==> src/rtl/fpu_types_pkg.sv <==
// Shared FP sequencer types: rounding-mode encodings, sequencer states and
// the accrued-exception flag layout used by the add/sub, mul and div paths.
package fpu_types_pkg;

   typedef logic [2:0] rm_t;

   localparam rm_t RNE = 3'b000;
   localparam rm_t RZE = 3'b001;
   localparam rm_t RDN = 3'b010;
   localparam rm_t RUP = 3'b011;
   localparam rm_t RMM = 3'b100;
   localparam rm_t DYN = 3'b111;

   // Explicit encodings keep state values identical to the legacy 3-bit codes.
   typedef enum logic [2:0] {
      IDLE  = 3'd0,
      ALIGN = 3'd1,
      ADD   = 3'd2,
      ROUND = 3'd3,
      RESP  = 3'd4
   } seq_state_t;

   typedef struct packed {
      logic nv;
      logic dz;
      logic of;
      logic uf;
      logic nx;
   } fflags_t;

endpackage

==> src/rtl/fpu_rm_resolve.sv <==
// Resolves the effective rounding mode from the instruction rm field and
// fcsr.frm; flags reserved encodings as illegal.
module fpu_rm_resolve
   import fpu_types_pkg::*;
(
   input  logic [2:0] req_rm,
   input  logic [2:0] fcsr_frm,
   output logic [2:0] rm,
   output logic       illegal
);

   always_comb begin
      rm = (req_rm == DYN) ? fcsr_frm : req_rm;
      case (rm)
         RNE, RZE, RDN, RUP, RMM: illegal = 1'b0;
         default:                 illegal = 1'b1;
      endcase
   end

endmodule

==> src/rtl/fpu_addsub_seq.sv <==
// Multi-cycle sequencer in front of the single-precision add/sub datapath:
// accepts a request, steps align/add/round enables, returns result and flags.
module fpu_addsub_seq
   import fpu_types_pkg::*;
#(
   parameter int ADD_CYCLES = 1,
   parameter int CNT_W      = 2
) (
   input  logic        CLK,
   input  logic        nRST,
   input  logic        flush,
   input  logic        req_valid,
   output logic        req_ready,
   input  logic        req_sub,
   input  logic [31:0] req_fp1,
   input  logic [31:0] req_fp2,
   input  logic [2:0]  req_rm,
   input  logic [2:0]  fcsr_frm,
   output logic [31:0] dp_fp1,
   output logic [31:0] dp_fp2,
   output logic [2:0]  dp_frm,
   output logic        dp_align_en,
   output logic        dp_add_en,
   output logic        dp_round_en,
   input  logic [31:0] dp_result,
   input  logic [4:0]  dp_flags,
   output logic        rsp_valid,
   input  logic        rsp_ready,
   output logic [31:0] rsp_result,
   output logic [4:0]  rsp_flags,
   output logic        rsp_illegal,
   output logic        busy
);

   localparam logic [CNT_W-1:0] CNT_LAST = CNT_W'(ADD_CYCLES - 1);

   seq_state_t       state_q;
   seq_state_t       state_d;
   logic [CNT_W-1:0] cnt_q;
   logic [2:0]       rm_res;
   logic             rm_ill;
   logic             accept;
   logic [31:0]      fp1_q;
   logic [31:0]      fp2_q;
   logic [2:0]       frm_q;
   logic [31:0]      result_q;
   fflags_t          flags_q;
   logic             illegal_q;

   fpu_rm_resolve u_rm_resolve (
      .req_rm   (req_rm),
      .fcsr_frm (fcsr_frm),
      .rm       (rm_res),
      .illegal  (rm_ill)
   );

   // A new request may land in the same cycle the current response is taken.
   always_comb begin
      req_ready = 1'b0;
      if (nRST && !flush) begin
         case (state_q)
            IDLE:    req_ready = 1'b1;
            RESP:    req_ready = rsp_ready;
            default: req_ready = 1'b0;
         endcase
      end
   end

   assign accept = req_valid & req_ready;

   always_comb begin
      state_d = state_q;
      if (flush) begin
         state_d = IDLE;
      end else begin
         case (state_q)
            IDLE: begin
               if (accept) state_d = rm_ill ? RESP : ALIGN;
            end
            ALIGN: state_d = ADD;
            ADD: begin
               if (cnt_q == CNT_LAST) state_d = ROUND;
            end
            ROUND: state_d = RESP;
            RESP: begin
               if (rsp_ready) begin
                  if (accept) state_d = rm_ill ? RESP : ALIGN;
                  else        state_d = IDLE;
               end
            end
            default: state_d = IDLE;
         endcase
      end
   end

   always_ff @(posedge CLK or negedge nRST) begin
      if (!nRST) begin
         state_q   <= IDLE;
         cnt_q     <= '0;
         fp1_q     <= '0;
         fp2_q     <= '0;
         frm_q     <= '0;
         result_q  <= '0;
         flags_q   <= '0;
         illegal_q <= 1'b0;
      end else begin
         state_q <= state_d;

         if (state_q == ADD && !flush) cnt_q <= cnt_q + CNT_W'(1);
         else                          cnt_q <= '0;

         // Operands stay frozen from one legal accept to the next.
         if (accept && !rm_ill) begin
            fp1_q <= req_fp1;
            fp2_q <= {req_fp2[31] ^ req_sub, req_fp2[30:0]};
            frm_q <= rm_res;
         end

         if (accept && rm_ill) begin
            result_q  <= '0;
            flags_q   <= '0;
            illegal_q <= 1'b1;
         end else if (state_q == ROUND && !flush) begin
            result_q  <= dp_result;
            flags_q   <= fflags_t'(dp_flags);
            illegal_q <= 1'b0;
         end
      end
   end

   assign dp_fp1      = fp1_q;
   assign dp_fp2      = fp2_q;
   assign dp_frm      = frm_q;
   assign dp_align_en = (state_q == ALIGN);
   assign dp_add_en   = (state_q == ADD);
   assign dp_round_en = (state_q == ROUND);
   assign rsp_valid   = (state_q == RESP);
   assign rsp_result  = result_q;
   assign rsp_flags   = flags_q;
   assign rsp_illegal = illegal_q;
   assign busy        = (state_q != IDLE);

endmodule
==> config.mk <==
export PLATFORM = sky130hd
export DESIGN_NAME = fpu_addsub_seq
export DESIGN_NICKNAME = d
export VERILOG_FILES = /design/src/rtl/fpu_types_pkg.sv /design/src/rtl/fpu_rm_resolve.sv /design/src/rtl/fpu_addsub_seq.sv
export SDC_FILE = /design/constraint.sdc
export NUM_CORES = 1
export LEC_CHECK = 0
export BUFFER_PORTS_ARGS = -buffer_cell sky130_fd_sc_hd__buf_4
export CORE_MARGIN = 5
export CORE_UTILIZATION = 40
export DETAILED_ROUTE_END_ITERATION = 6
export MAX_ROUTING_LAYER = met4
export PLACE_DENSITY = 0.69
export SLEW_MARGIN = 40
export SYNTH_ARGS = -nofsm -noshare
export SYNTH_HDL_FRONTEND = slang
export SYNTH_SLANG_ARGS = --single-unit
export TNS_END_PERCENT = 10
==> constraint.sdc <==
create_clock -name CLK -period 2.5 [get_ports CLK]
set_input_delay 0.5 -clock CLK [delete_from_list [all_inputs] [get_ports CLK]]
set_output_delay 0.5 -clock CLK [all_outputs]
set_load 0.02 [all_outputs]
# == Word level (Yosys, flattened, before mapping) ==
# Cells that the tools add are included.
# totals
word_cells,58
register_bits,110
out_inout_bits,111
input_bits,113
# op_classes
mux,18
addsub,1
reduce_logical,13
n_eq_ne,12
bitwise,2
# ops
op,n
32-bit 2-to-1 mux,2
3-bit 2-to-1 mux,7
3-bit case mux with 5 select lines,1
3-bit by 2-bit == test with 1-bit output (second input constant),4
5-bit 2-to-1 mux,2
3-bit == test (second input constant),3
3-bit by 1-bit == test with 1-bit output (second input constant),2
3-bit zero test,2
3-bit by 2-bit != test with 1-bit output (second input constant),2
1-bit logical AND,5
5-bit OR reduction,1
1-bit 2-to-1 mux,4
3-bit != test (second input constant),1
3-bit AND reduction,1
3-bit nonzero test,1
2-bit by 1-bit adder with 2-bit output (second input constant),1
2-bit zero test,1
2-bit 2-to-1 mux,1
1-bit case mux with 2 select lines,1
2-bit nonzero test,1
1-bit AND,1
1-bit zero test,1
1-bit XOR,1

# == Longest topological paths before layout ==
# depth
ltp_word,9
depth_mapped,7
ltp_nobuf,5

# == Modules after synthesis ==
# From an unflattened synthesis, not the netlist that was laid out.
# unflattened
hier_cells,353
area_unflattened_um2,4503.1
# by_module_without_submodules
module,area_each_um2,seq_area_each_um2,instances,cells_per_inst
fpu_addsub_seq,4450.5,2752.6,1,343
fpu_rm_resolve,52.6,0.0,1,10

# == Least setup slack after synthesis ==
# Ideal clock, no wire load.
# synth_timing
path_kind,input -> register
start,input port flush
end,"register fp2_q[10], in the netlist dp_fp2[10]"
path_buffers,3
required_ns,2.375
setup_time_ns,0.125
setup_slack_ns,0.634
stages,7
t_arrival_ns,1.741
path_cell_list,or2_4 -> nor4_4 -> nand2b_1 -> buf_2 -> buf_6 -> buf_6 -> mux2_4
# synth_via
elab_chain_cells,5
# synth_rtl
item,line,source
"start, declared",fpu_addsub_seq.sv:11,"input logic flush,"
1-bit zero test,fpu_addsub_seq.sv:60,if (nRST && !flush) begin
1-bit logical AND,fpu_addsub_seq.sv:60,
1-bit 2-to-1 mux,fpu_addsub_seq.sv:60,
1-bit AND,fpu_addsub_seq.sv:69,assign accept = req_valid & req_ready;
1-bit logical AND,fpu_addsub_seq.sv:113,if (accept && !rm_ill) begin
"end signal, assigned",fpu_addsub_seq.sv:115,"fp2_q <= {req_fp2[31] ^ req_sub, req_fp2[30:0]};"
"end, declared",fpu_addsub_seq.sv:44,logic [31:0] fp2_q;
# No other way between the ends.
# A chain may end at the register's enable or synchronous reset.

# == Worst setup path in the final report ==
# layout_timing
start,register state_q[2]
end,output port req_ready
# layout_via
elab_chain_cells,3
elab_cells_between_ends,4
cone_classes,1 x eq/ne; 2 x mux; 1 x reduce/logical
# layout_rtl
item,line,source
"start, declared",fpu_addsub_seq.sv:37,seq_state_t state_q;
"start signal, assigned",fpu_addsub_seq.sv:107,state_q <= state_d;
3-bit == test / 3-bit zero test (equally long branches),fpu_addsub_seq.sv:61,case (state_q)
1-bit case mux with 2 select lines (*),fpu_addsub_seq.sv:61,
1-bit 2-to-1 mux (*),fpu_addsub_seq.sv:60,
"end, declared",fpu_addsub_seq.sv:13,"output logic req_ready,"
# Every way passes the cells marked *; elsewhere a longest branch is shown, timed or not.

==> metrics.log <==
[metrics] Synth Area in Simple Gates: approximately a tenth
[metrics] synthesized netlist net count: 470
[metrics] post-synth design cell area: 4410 um^2
[metrics] largest vdd supply drop: ~430 uV
[metrics] Mean Syn Cell Area: 12.4 um^2
[metrics] critical path type: register to output port
[metrics] setup-violating endpoint count in the final report: 0
[metrics] global placer's final weighted congestion: a little under 0.8
[metrics] worst min path class: input port to async pin
[metrics] row cnt: 38
[metrics] top cells by area in the synthesized netlist: dfrtp_1 62%, mux2_2 12%, nand2_1 6.6%
[metrics] clock-pin slew of the registers on the worst-case setup and hold paths: between 0.1 and 0.15 ns
[metrics] net total in the final layout: a little under 700
[metrics] clock tree root driver cell: clkbuf_8
[metrics] DRC violation count after routing: 0
[metrics] overall routed net length: approximately 12 mm
[metrics] chip height: between 100 and 150 um
[metrics] clock sink count: 110
[metrics] global-route wire length before repair: roughly 19 mm
[metrics] maximum clock insertion buffer count: 2
[metrics] data arrival time of the critical path: 1.65 ns
[metrics] number of filler instances in the final layout: between 900 and 1,000
[metrics] Slew Viols, Final: 0
[metrics] H-tree level count: 3
[metrics] number of enable flip-flop cells after synthesis: 0
[metrics] Slowest-stage cell, CP: dfrtp_1
[metrics] number of hold-repair buffers added at the cts stage: 0
[metrics] cells along the critical path: nor2b_1 > nor2_1 > and3_1 > buf_4
[metrics] Iteration-0 DRC Markers: ~160
[metrics] count of buffers from port buffering: between 200 and 250
[metrics] gate family responsible for the most delay along the worst path: simple AND/OR/NAND/NOR gates
[metrics] final clock period utilization by the worst path: between 80% and 90%
[metrics] compound-cell area share of the yosys netlist: under 10%
[metrics] worst-case clock skew: about 0.016 ns
[metrics] Core Area: about 11,000 um^2
[metrics] maximum capacitance violations: 0
[metrics] Final Hold Viols: 0
[metrics] worst rel slew slack: roughly 60%
[metrics] DP Area: ~6300 um^2
[metrics] setup slack on the worst flop-to-flop path: about 0.53 ns
[metrics] combinational family with the most area after synthesis: multiplexers
[metrics] vias in the first global route: 3,721
[metrics] number of diodes added for antenna fixing: 0
[metrics] Setup Total Neg Slack: 0 ns
[metrics] Detail Placement HPWL: about 9.2 mm
[metrics] wire length per cell: 16.9 um
[metrics] DRT Pass-1 Iters: 4
[metrics] RSZ-0062 raised after global routing: no
[metrics] initial antenna violation count: 0
[metrics] Most used DFF post-synth: dfrtp_1
[metrics] area of all placed cells without fillers: 6440 um^2
[metrics] area share of the largest cell type after synthesis: a little over three fifths
[metrics] cells after synthesis: between 300 and 400
[metrics] outcome: finished, final reports clean
[metrics] Bufs and invs on worst path: 1
[metrics] Unique masters post-synth: 30
[metrics] TritonCTS clock tree: done
[metrics] kind of end point of the critical path: output port
[metrics] Die Width: between 100 and 150 um
[metrics] share of layout cells above drive strength 1: between 50% and 60%
[metrics] maximum net fanout on the critical path: 8
[metrics] f_max: 465 MHz
[metrics] Detail Route Antenna Nets: 0
[metrics] Crit path required time: roughly 2.0 ns
[metrics] peak per-stage delay on the critical path: ~0.47 ns
[metrics] Post-Synth XOR/XNOR Area: less than 1%
[metrics] yosys synthesis warning count: 0
[metrics] Starting Density: between 40% and 50%
[metrics] Post-CTS Resized: 0
[metrics] Remaining Overflow, GRT: 0
[metrics] transition time at the pin with the least slew margin: around 0.6 ns
[metrics] layout overhead on the synthesized area: 46.0%
[metrics] Period minus WS final: between 2 and 2.5 ns
[metrics] cell type with the highest aggregate area in the netlist: dfrtp_1
[metrics] proportion of register bits with asynchronous set or reset after synthesis: between 90% and 100%
[metrics] proportion of synthesized area in mux cells: 17.4%
[metrics] overall die area: between 10,000 and 15,000 um^2
[metrics] via total after detailed routing: between 3,000 and 4,000
[metrics] post-detailed-route via-to-cell ratio: around 4.8
[metrics] crit path launch type: register
[metrics] maximum number of pins on one net before global-route repair: between 60 and 70
[metrics] buffers inserted during post-CTS setup optimization: 0
[metrics] Power Dens Cells: roughly 790 nW/um^2
[metrics] register area share after synthesis: 62.4%
[metrics] Seq cells post-synth: 110
[metrics] top-level port count: 224
[metrics] number of buffers created by CTS: 9
[metrics] Worst-Skew Late Latency: approximately 0.36 ns
[metrics] global-route usage over all layers: 18.9%
[metrics] adder and majority cell fraction of the synthesized area: less than 1%
[metrics] leakage power of the design: ~3.2 nW
through the flow:
step           total power, mW  std cells  hold WS [ns]  utilization [%]  setup WS [ns]
2_1_floorplan             3.24        356         0.204                -          0.634
3_3_place_gp              4.12        706         0.427             57.7          0.456
3_5_place_dp              4.17        706         0.451             57.7          0.420
4_1_cts                   5.17        722         0.276             59.4          0.331
5_1_grt                   5.36        722         0.302             59.4          0.247
6_report                  5.10        722         0.264             59.4          0.348
cell type report:
type	instances	area [um^2]	share of cell area (%)
sequential	110	2750	42.8
inverter	3	11.3	0.175
tap	140	175	2.72
timing repair buffer	231	1780	27.6
clock buffer	13	159	2.47
multi-input combinational	222	1550	24.0
clock inverter	3	18.8	0.291
sequential cells by signal (all words and copies together) (netlist names):
register	flops
dp_fp1	32
state_q	3
cnt_q	2
rsp_flags	5
rsp_result	32
rsp_illegal	1
dp_frm	3
dp_fp2	32
synthesized netlist by cell type (2+ instances only):
master      n
dfrtp_1   110
nand2_1    78
mux2_2     48
a21oi_1    39
mux2_4     15
o21ai_0    12
buf_2       9
clkbuf_1    9
nor2_1      4
and2_1      3
buf_6       3
inv_1       3
nor2b_1     3
and3_1      2
nand2b_1    2
xnor2_1     2
cell usage in the layout, fill, tap and decap left out, types with 4 or more instances in the layout:
cell type / synthesis / routed
clkbuf_8: 0 / 11
mux2_2: 48 / 48
nor2_1: 4 / 4
mux2_4: 15 / 15
buf_4: 0 / 227
a21oi_1: 39 / 39
nand2_1: 78 / 78
o21ai_0: 12 / 12
dfrtp_1: 110 / 110
worst register-to-register path, stage by stage (launching register included):
cell	delay, ns
dfrtp_1	0.51
or2_4	0.29
nor4_4	0.30
nand2b_4	0.21
buf_12	0.22
mux2_4	0.31
logic make-up after synthesis:
kind of cell,count (synthesis)
adder cells (fa/ha/maj),1
flip-flops,110
multiplexers,63
AO/OA/AOI/OAI,55
buffers and inverters,24
AND/OR/NAND/NOR,101
XOR/XNOR,2
where the power goes:
group | internal (mW) | switching (mW) | total, mW
Clock | 0.418 | 0.573 | 0.991
Sequential | 2.14 | 0.203 | 2.35
Combinational | 0.892 | 0.868 | 1.76
path summary, 6_finish.rpt:
check                            from    endpoint  depth (start not counted)
setup / recovery           state_q[2]   req_ready                          4
hold / removal                   nRST   dp_frm[1]                          2
setup reg to reg           state_q[0]  dp_fp2[14]                          5
hold reg to reg              cnt_q[0]    cnt_q[0]                          1
max in group asynchronous        nRST  dp_fp1[17]                          3
min in group CLK                flush    cnt_q[0]                          2
layer usage:
layer / wire, um / vias up / global-route usage, %
met4: 172 / 0 / 5.79
met3: 1140 / 12 / 5.11
met5: 0 / - / -
li1: - / 1636 / -
met2: 5520 / 165 / 28.5
met1: 5350 / 1666 / 24.9
No activity file was read; power rests on OpenSTA's default activity.
